===== src/rtl/serial_subtractor_4bit_if.sv =====
`default_nettype none
// ============================================================================
//  Module      : serial_subtractor_4bit_if
//  Description : Request/result bundle for the bit-serial subtractor.
//                The master issues start with operands. The slave returns
//                the difference, the borrow and overflow flags, and the
//                busy/done handshake.
//  Revision    : 1.0  initial release
// ============================================================================
interface serial_subtractor_4bit_if #(
  parameter int WIDTH = 4
);
  logic             start;
  logic [WIDTH-1:0] a;
  logic [WIDTH-1:0] b;
  logic             b_in;
  logic [WIDTH-1:0] d;
  logic             b_out;
  logic             v;
  logic             busy;
  logic             done;

  modport master (
    output start, a, b, b_in,
    input  d, b_out, v, busy, done
  );

  modport slave (
    input  start, a, b, b_in,
    output d, b_out, v, busy, done
  );
endinterface
`default_nettype wire


===== src/rtl/serial_subtractor_4bit.sv =====
`default_nettype none
// ============================================================================
//  Module      : serial_subtractor_4bit
//  Description : Bit-serial subtractor that computes d = a - b - b_in,
//                LSB first, one bit per clock. It uses one full-subtractor
//                cell and a borrow flop. The result, borrow-out and signed
//                overflow are published together with a one-cycle done pulse.
//  Revision    : 1.0  initial release
// ============================================================================
module serial_subtractor_4bit #(
  parameter int WIDTH = 4
) (
  input  wire                      clk,
  input  wire                      rst,
  serial_subtractor_4bit_if.slave  bus
);

  localparam int CW = $clog2(WIDTH) + 1;

  localparam logic [1:0] S_IDLE = 2'd0;
  localparam logic [1:0] S_RUN  = 2'd1;
  localparam logic [1:0] S_DONE = 2'd2;

  localparam logic [CW-1:0] C_LAST_BIT = CW'(WIDTH - 1);

  logic [1:0]       r_state;
  logic [WIDTH-1:0] r_a_sh;
  logic [WIDTH-1:0] r_b_sh;
  logic [WIDTH-1:0] r_d_sh;
  logic             r_brw;
  logic [CW-1:0]    r_cnt;
  logic             r_a_msb;
  logic             r_b_msb;
  logic [WIDTH-1:0] r_d;
  logic             r_b_out;
  logic             r_v;

  logic             w_diff;
  logic             w_brw_next;
  logic [WIDTH-1:0] w_d_next;
  logic             w_last;

  // Full-subtractor cell on the current LSBs, plus the shifted partial result
  always_comb begin
    w_diff     = r_a_sh[0] ^ r_b_sh[0] ^ r_brw;
    w_brw_next = (~r_a_sh[0] & r_b_sh[0]) | (~(r_a_sh[0] ^ r_b_sh[0]) & r_brw);
    w_d_next   = {w_diff, r_d_sh[WIDTH-1:1]};
    w_last     = (r_cnt == C_LAST_BIT);
  end

  // Control FSM and datapath; a reset abandons any operation without a done
  always_ff @(posedge clk or posedge rst) begin
    if (rst) begin
      r_state <= S_IDLE;
      r_a_sh  <= '0;
      r_b_sh  <= '0;
      r_d_sh  <= '0;
      r_brw   <= 1'b0;
      r_cnt   <= '0;
      r_a_msb <= 1'b0;
      r_b_msb <= 1'b0;
      r_d     <= '0;
      r_b_out <= 1'b0;
      r_v     <= 1'b0;
    end else begin
      case (r_state)
        S_IDLE: begin
          if (bus.start) begin
            r_a_sh  <= bus.a;
            r_b_sh  <= bus.b;
            r_d_sh  <= '0;
            r_brw   <= bus.b_in;
            r_cnt   <= '0;
            r_a_msb <= bus.a[WIDTH-1];
            r_b_msb <= bus.b[WIDTH-1];
            r_state <= S_RUN;
          end
        end
        S_RUN: begin
          r_d_sh <= w_d_next;
          r_a_sh <= {1'b0, r_a_sh[WIDTH-1:1]};
          r_b_sh <= {1'b0, r_b_sh[WIDTH-1:1]};
          r_brw  <= w_brw_next;
          r_cnt  <= r_cnt + 1'b1;
          if (w_last) begin
            // Overflow uses the operand MSBs latched at start, because the shift registers no longer hold them
            r_d     <= w_d_next;
            r_b_out <= w_brw_next;
            r_v     <= (r_a_msb ^ r_b_msb) & (w_d_next[WIDTH-1] ^ r_a_msb);
            r_state <= S_DONE;
          end
        end
        S_DONE: begin
          r_state <= S_IDLE;
        end
        default: begin
          r_state <= S_IDLE;
        end
      endcase
    end
  end

  assign bus.d     = r_d;
  assign bus.b_out = r_b_out;
  assign bus.v     = r_v;
  assign bus.busy  = (r_state != S_IDLE);
  assign bus.done  = (r_state == S_DONE);

endmodule
`default_nettype wire


===== src/flat_wrapper.sv =====
// flat-port wrapper written by rule: the top's interface ports become plain ports
module serial_subtractor_4bit_flat 
#(
  parameter int WIDTH = 4
)
  (clk, rst, bus_start, bus_a, bus_b, bus_b_in, bus_d, bus_b_out, bus_v, bus_busy, bus_done);
  serial_subtractor_4bit_if #(.WIDTH(WIDTH)) bus_i ();
  input  wire clk;
  input  wire rst;
  input wire logic [$bits(bus_i.start)-1:0] bus_start;
  input wire logic [$bits(bus_i.a)-1:0] bus_a;
  input wire logic [$bits(bus_i.b)-1:0] bus_b;
  input wire logic [$bits(bus_i.b_in)-1:0] bus_b_in;
  output wire logic [$bits(bus_i.d)-1:0] bus_d;
  output wire logic [$bits(bus_i.b_out)-1:0] bus_b_out;
  output wire logic [$bits(bus_i.v)-1:0] bus_v;
  output wire logic [$bits(bus_i.busy)-1:0] bus_busy;
  output wire logic [$bits(bus_i.done)-1:0] bus_done;
  assign bus_i.start = bus_start;
  assign bus_i.a = bus_a;
  assign bus_i.b = bus_b;
  assign bus_i.b_in = bus_b_in;
  assign bus_d = bus_i.d;
  assign bus_b_out = bus_i.b_out;
  assign bus_v = bus_i.v;
  assign bus_busy = bus_i.busy;
  assign bus_done = bus_i.done;
  serial_subtractor_4bit #(.WIDTH(WIDTH)) u_core (.clk(clk), .rst(rst), .bus(bus_i));
endmodule

===== config.mk =====
export PLATFORM = sky130hd
export DESIGN_NAME = serial_subtractor_4bit_flat
export DESIGN_NICKNAME = d
export VERILOG_FILES = /design/src/rtl/serial_subtractor_4bit_if.sv /design/src/rtl/serial_subtractor_4bit.sv /design/src/flat_wrapper.sv
export SDC_FILE = /design/constraint.sdc
export NUM_CORES = 1
export LEC_CHECK = 0
export ABC_AREA = 0
export CAP_MARGIN = 0
export CORE_UTILIZATION = 50
export CTS_CLUSTER_SIZE = 25
export DETAILED_ROUTE_END_ITERATION = 8
export PLACE_DENSITY = 0.82
export SYNTH_ARGS = -nofsm -noshare
export SYNTH_HDL_FRONTEND = slang
export SYNTH_SLANG_ARGS = --single-unit

===== constraint.sdc =====
create_clock -name clk -period 1.8 [get_ports clk]
set_input_delay 0.36 -clock clk [delete_from_list [all_inputs] [get_ports clk]]
set_output_delay 0.36 -clock clk [all_outputs]
set_load 0.01 [all_outputs]

# == Yosys cells after proc, flatten, opt, wreduce, memory -nomap -nowiden ==
# Cells that the tools add are included.
# totals
reg_bits,26
memories,0
latchBits,0
wordCells,47
ramBits,0
romBits,0
input_bits,12
# op_classes
n_mux,13
add_sub_neg,1
n_div,0
n_eq_ne,5
shift,0
n_mul,0
reduce_logical,7
bitwise_logic,10
n_lt_le_gt_ge,0
# op_table
operator,count
4-bit one-hot mux with 2 select lines,3
4-bit 2-to-1 mux,3
2-bit AND reduction,4
3-bit one-hot mux with 2 select lines,1
2-bit 2-to-1 mux,2
2-bit one-hot mux with 2 select lines,1
2-bit nonzero test,2
1-bit XOR,4
"3-bit by 1-bit adder with 3-bit output, second input constant",1
1-bit bitwise AND,3
"3-bit by 2-bit equality test with 1-bit output, second input constant",1
3-bit 2-to-1 mux,1
"2-bit by 1-bit equality test with 1-bit output, second input constant",1
"2-bit equality test, second input constant",1
2-bit logical NOT,1
"2-bit by 1-bit inequality test with 1-bit output, second input constant",1
"2-bit inequality test, second input constant",1
1-bit NOT,2
1-bit one-hot mux with 2 select lines,1
1-bit 2-to-1 mux,1
1-bit bitwise OR,1

# == Logic depth before layout (Yosys ltp) ==
# logic_depth
word_depth,5
mapped_depth,5
ltp_nobuf,5

# == Worst setup path before layout ==
# OpenSTA, ideal clock, no wires.
# synth_timing
kind,register to register
startpoint,register u_core.r_cnt[0]
endpoint,register u_core.r_d[0] (netlist: u_core.bus.d[0])
setup_ns,0.128
path_buffers,0
required_time_ns,1.672
stages_incl_launch_ff,5
path_slack_ns,0.455
arrival_ns,1.217
cell_sequence,dfrtp_1 > ha_1 > ha_1 > nand3b_4 > mux2_1
# synth_via
elab_chain_cells,2
# synth_lines
item,line_no,text
from (decl),serial_subtractor_4bit.sv:31,logic [CW-1:0] r_cnt;
from (signal assigned),serial_subtractor_4bit.sv:84,r_cnt <= r_cnt + 1'b1;
3-bit by 2-bit equality test with 1-bit output,serial_subtractor_4bit.sv:48,w_last = (r_cnt == C_LAST_BIT);
2-bit AND reduction (no source line),n/a,
to (signal assigned),serial_subtractor_4bit.sv:87,r_d <= w_d_next;
to (decl),serial_subtractor_4bit.sv:34,logic [WIDTH-1:0] r_d;
# No other way between the ends.
# A chain may end at the register's enable or synchronous reset.

# == Worst setup path in the final report ==
# layout_timing
startpoint,register u_core.r_d[2] (netlist: u_core.bus.d[2])
endpoint,output bus_d[2]
# layout_lines
item,line_no,text
to (decl),flat_wrapper.sv:14,output wire logic [$bits(bus_i.d)-1:0] bus_d;
# No word-level cell between the ends.

==> qor.csv <==
metric,value,unit
slew_headroom,65.7,%
antenna_found_initial,0,
nFillCells,154,
crit_path_top_delay_cell,clkdlybuf4s50_1,
synth-compound-area-share,16.7,%
dpl_cell_area,0.00133,sq mm
cp_slowest_stage_delay,540,ps
fin_nets,136,
p_leak,0.642,nW
cts_tree,done,
clock-sinks,25,
clock_latency,310,ps
stdcell_area,0.00138,sq mm
combPwrFrac,45.0,%
crit_family,buffers and inverters,
peakVddDrop,1.03,mV
finalPower,2.20,mW
num_rows,16,
wire_per_inst,13.7,microns
fmax,628,MHz
end_kind,output pin,
p_seq_share,43.7,%
grt_max_degree,26,
power-per-cell-area,1600,mW/mm^2
p_clk_share,11.2,%
ys_seq_elements,25,
cts_buffer_depth,2,
netlist_area,0.00109,sq mm
synthMuxAreaShare,6.21,%
yosysSeqAreaShare,57.5,%
die_x,48.7,microns
coreArea,0.00200,sq mm
switching_share,36.2,%
routed_wl,2.02,mm
synth_top_family_by_area,compound AO/OA/AOI/OAI gates,
syn_inst,94,
track_usage,20.8,%
drt_iter0_drc,22,
drc,0,
ant_nets,0,
cts_hold_buf,0,
p_int,1.40,mW
dieArea,0.00237,sq mm
clkTransAtPathRegs,130,ps
die_h,48.7,microns
critPathKind,reg2out,
grt_pass1_wl,3.63,mm
overflow,0,
dp_hpwl,1.48,mm
period_share,88.5,%
crit_arrival,1230,ps
first_pass_iters,4,
hold_path.class,in2async,
cp_num_buf_inv,1,
htreeDepth,1,
diodes,0,
hold_viol_final,0,
placedCellCount,141,
synth_fa_ha_area_share,4.14,%
cap_violations,0,
synth-simple-area-share,11.1,%
finalMaxSlewViolations,0,
syn_to_final_growth,26.4,%
cp.required,1440,ps
gp_congestion,0.802,
path_cells,clkdlybuf4s50_1,
cts_buffers,3,
fin_cells,147,
vias,783,
vias_per_cell,5.33,
setup_tns,0,ps
port-buffer-count,19,
worst-path-max-fanout,2,
synth_area_per_cell,11.6,sq um
cp-start-kind,register,
worst_slew_pin_slew,514,ps
grt_pass1_vias,825,
synth.net_count,109,
initial_core_util,54.4,%
status,completed,
rsz0062_at_grt,false,
yosysWarnings,0,
multi_input_area,420,sq um
switching_power,795,uW
fin_worst_skew,4.11,ps
cts_root_buf,clkbuf_4,
ios,20,
synthXorXnorAreaFrac,0,%
ys_types,22,
fin_crit,1590,ps
setup_violations,0,
drive_gt1_share,13.3,%
ff_latch_area,628,sq um
tightest hold or removal path, stage by stage:
cell	delay (ps)
clkdlybuf4s50_1	400
inv_1	60
buf_4	300
cells in the mapped netlist:
cell       n  area share [%]
ha_1       2             2.3
buf_4      1            0.69
a21oi_1    3             1.4
nand2b_1   1            0.58
fa_1       1             1.8
nor2b_1    4             2.3
a32o_1     2             1.8
nor2_2     1            0.58
nor2_1     1            0.34
nand3b_4   1             1.8
clkbuf_1   1            0.34
nand2_1   12             4.1
o21ai_1   11             5.1
nor3b_1    1            0.69
buf_2      2            0.92
o21bai_2   1             1.0
dfrtp_1   25              57
a22o_1     4             3.2
mux2_1     6             6.2
a22oi_1    6             4.1
inv_1      7             2.4
and2b_1    1            0.69
flip-flops by register name (all words and copies together) (netlist names), 2 cells and up:
name	flops
u_core.r_b_sh	4
u_core.r_state	2
u_core.bus.d	4
u_core.r_cnt	3
u_core.r_a_sh	4
u_core.r_d_sh	3
cells by family after synthesis:
family	after synthesis
muxes	6
adders and majority gates	3
AOI/OAI and AO/OA	27
buffers and inverters	11
and+or+nand+nor	22
DFF	25
metal layers:
| metal | global-route usage [%] | wire length, microns |
|---|---|---|
| met3 | 4.09 | 63 |
| met4 | 10.3 | 42 |
| met5 | 0 | 0 |
| met1 | 25.0 | 868 |
| met2 | 35.4 | 1050 |
timing repair:
action | 4_1_cts | 5_1_grt
gates resized for setup | 5 | 0
hold endpoints to repair | 0 | 0
setup endpoints to repair | 2 | 0
buffers inserted | 2 | 0
metrics by stage:
step                      util, %  worst slack, ps  hold slack (ps)
after global routing         68.8             98.7              435
after floorplan                 -              455              387
after CTS                    68.8              190              398
after detailed placement     66.4             33.8              475
after global placement       66.4             77.6              469
final                        68.8              207              390
cells in the final DEF (no fill, tap or decap):
master           Yosys  routed
and2b_1              1       1
clkinv_2             0       1
nand2b_1             1       1
nor2_1               1       1
a21oi_1              3       3
nand3b_4             1       1
a22oi_1              6       6
ha_1                 2       2
nand2_1             12      12
mux2_1               6       6
o21ai_1             11      11
nor3b_1              1       1
fa_1                 1       1
nor2b_1              4       4
dfrtp_1             25      23
o21bai_2             1       1
a32o_1               2       2
dlygate4sd2_1        0       2
buf_4                1       7
nor2_4               0       1
clkdlybuf4s50_1      0      17
a22o_1               4       4
dfrtp_2              0       2
inv_1                7       7
clkbuf_4             0       3
path summary, 6_finish.rpt:
kind	startpoint	to	slack (ps)	cells past startpoint
worst max-delay path	u_core.bus.d[2]	bus_d[2]	210	1
worst max register to register	u_core.r_state[0]	u_core.r_b_sh[1]	230	5
max in group asynchronous	rst	u_core.r_state[0]	1160	3
worst min register to register	u_core.bus.v	u_core.bus.v	500	2
worst min-delay path	rst	u_core.r_brw	390	3
min in group clk	u_core.bus.v	u_core.bus.v	500	2
power by group through the flow:
stage	Combinational, mW	Clock [mW]	Sequential (mW)
floorplan	0.609	0	0.962
global placement	0.914	0	0.970
detailed placement	0.950	0	0.987
CTS	0.999	0.252	0.960
global route	1.12	0.273	0.992
finish	0.989	0.247	0.960
final cells by class:
class / count / area share, %
Clock inverter: 1 / 0.364
Sequential cell: 25 / 45.6
Inverter: 7 / 1.91
Multi-Input combinational cell: 58 / 30.5
Timing Repair Buffer: 26 / 17.5
Tap cell: 27 / 2.45
Clock buffer: 3 / 1.64
Power figures use the tool's default switching activity.
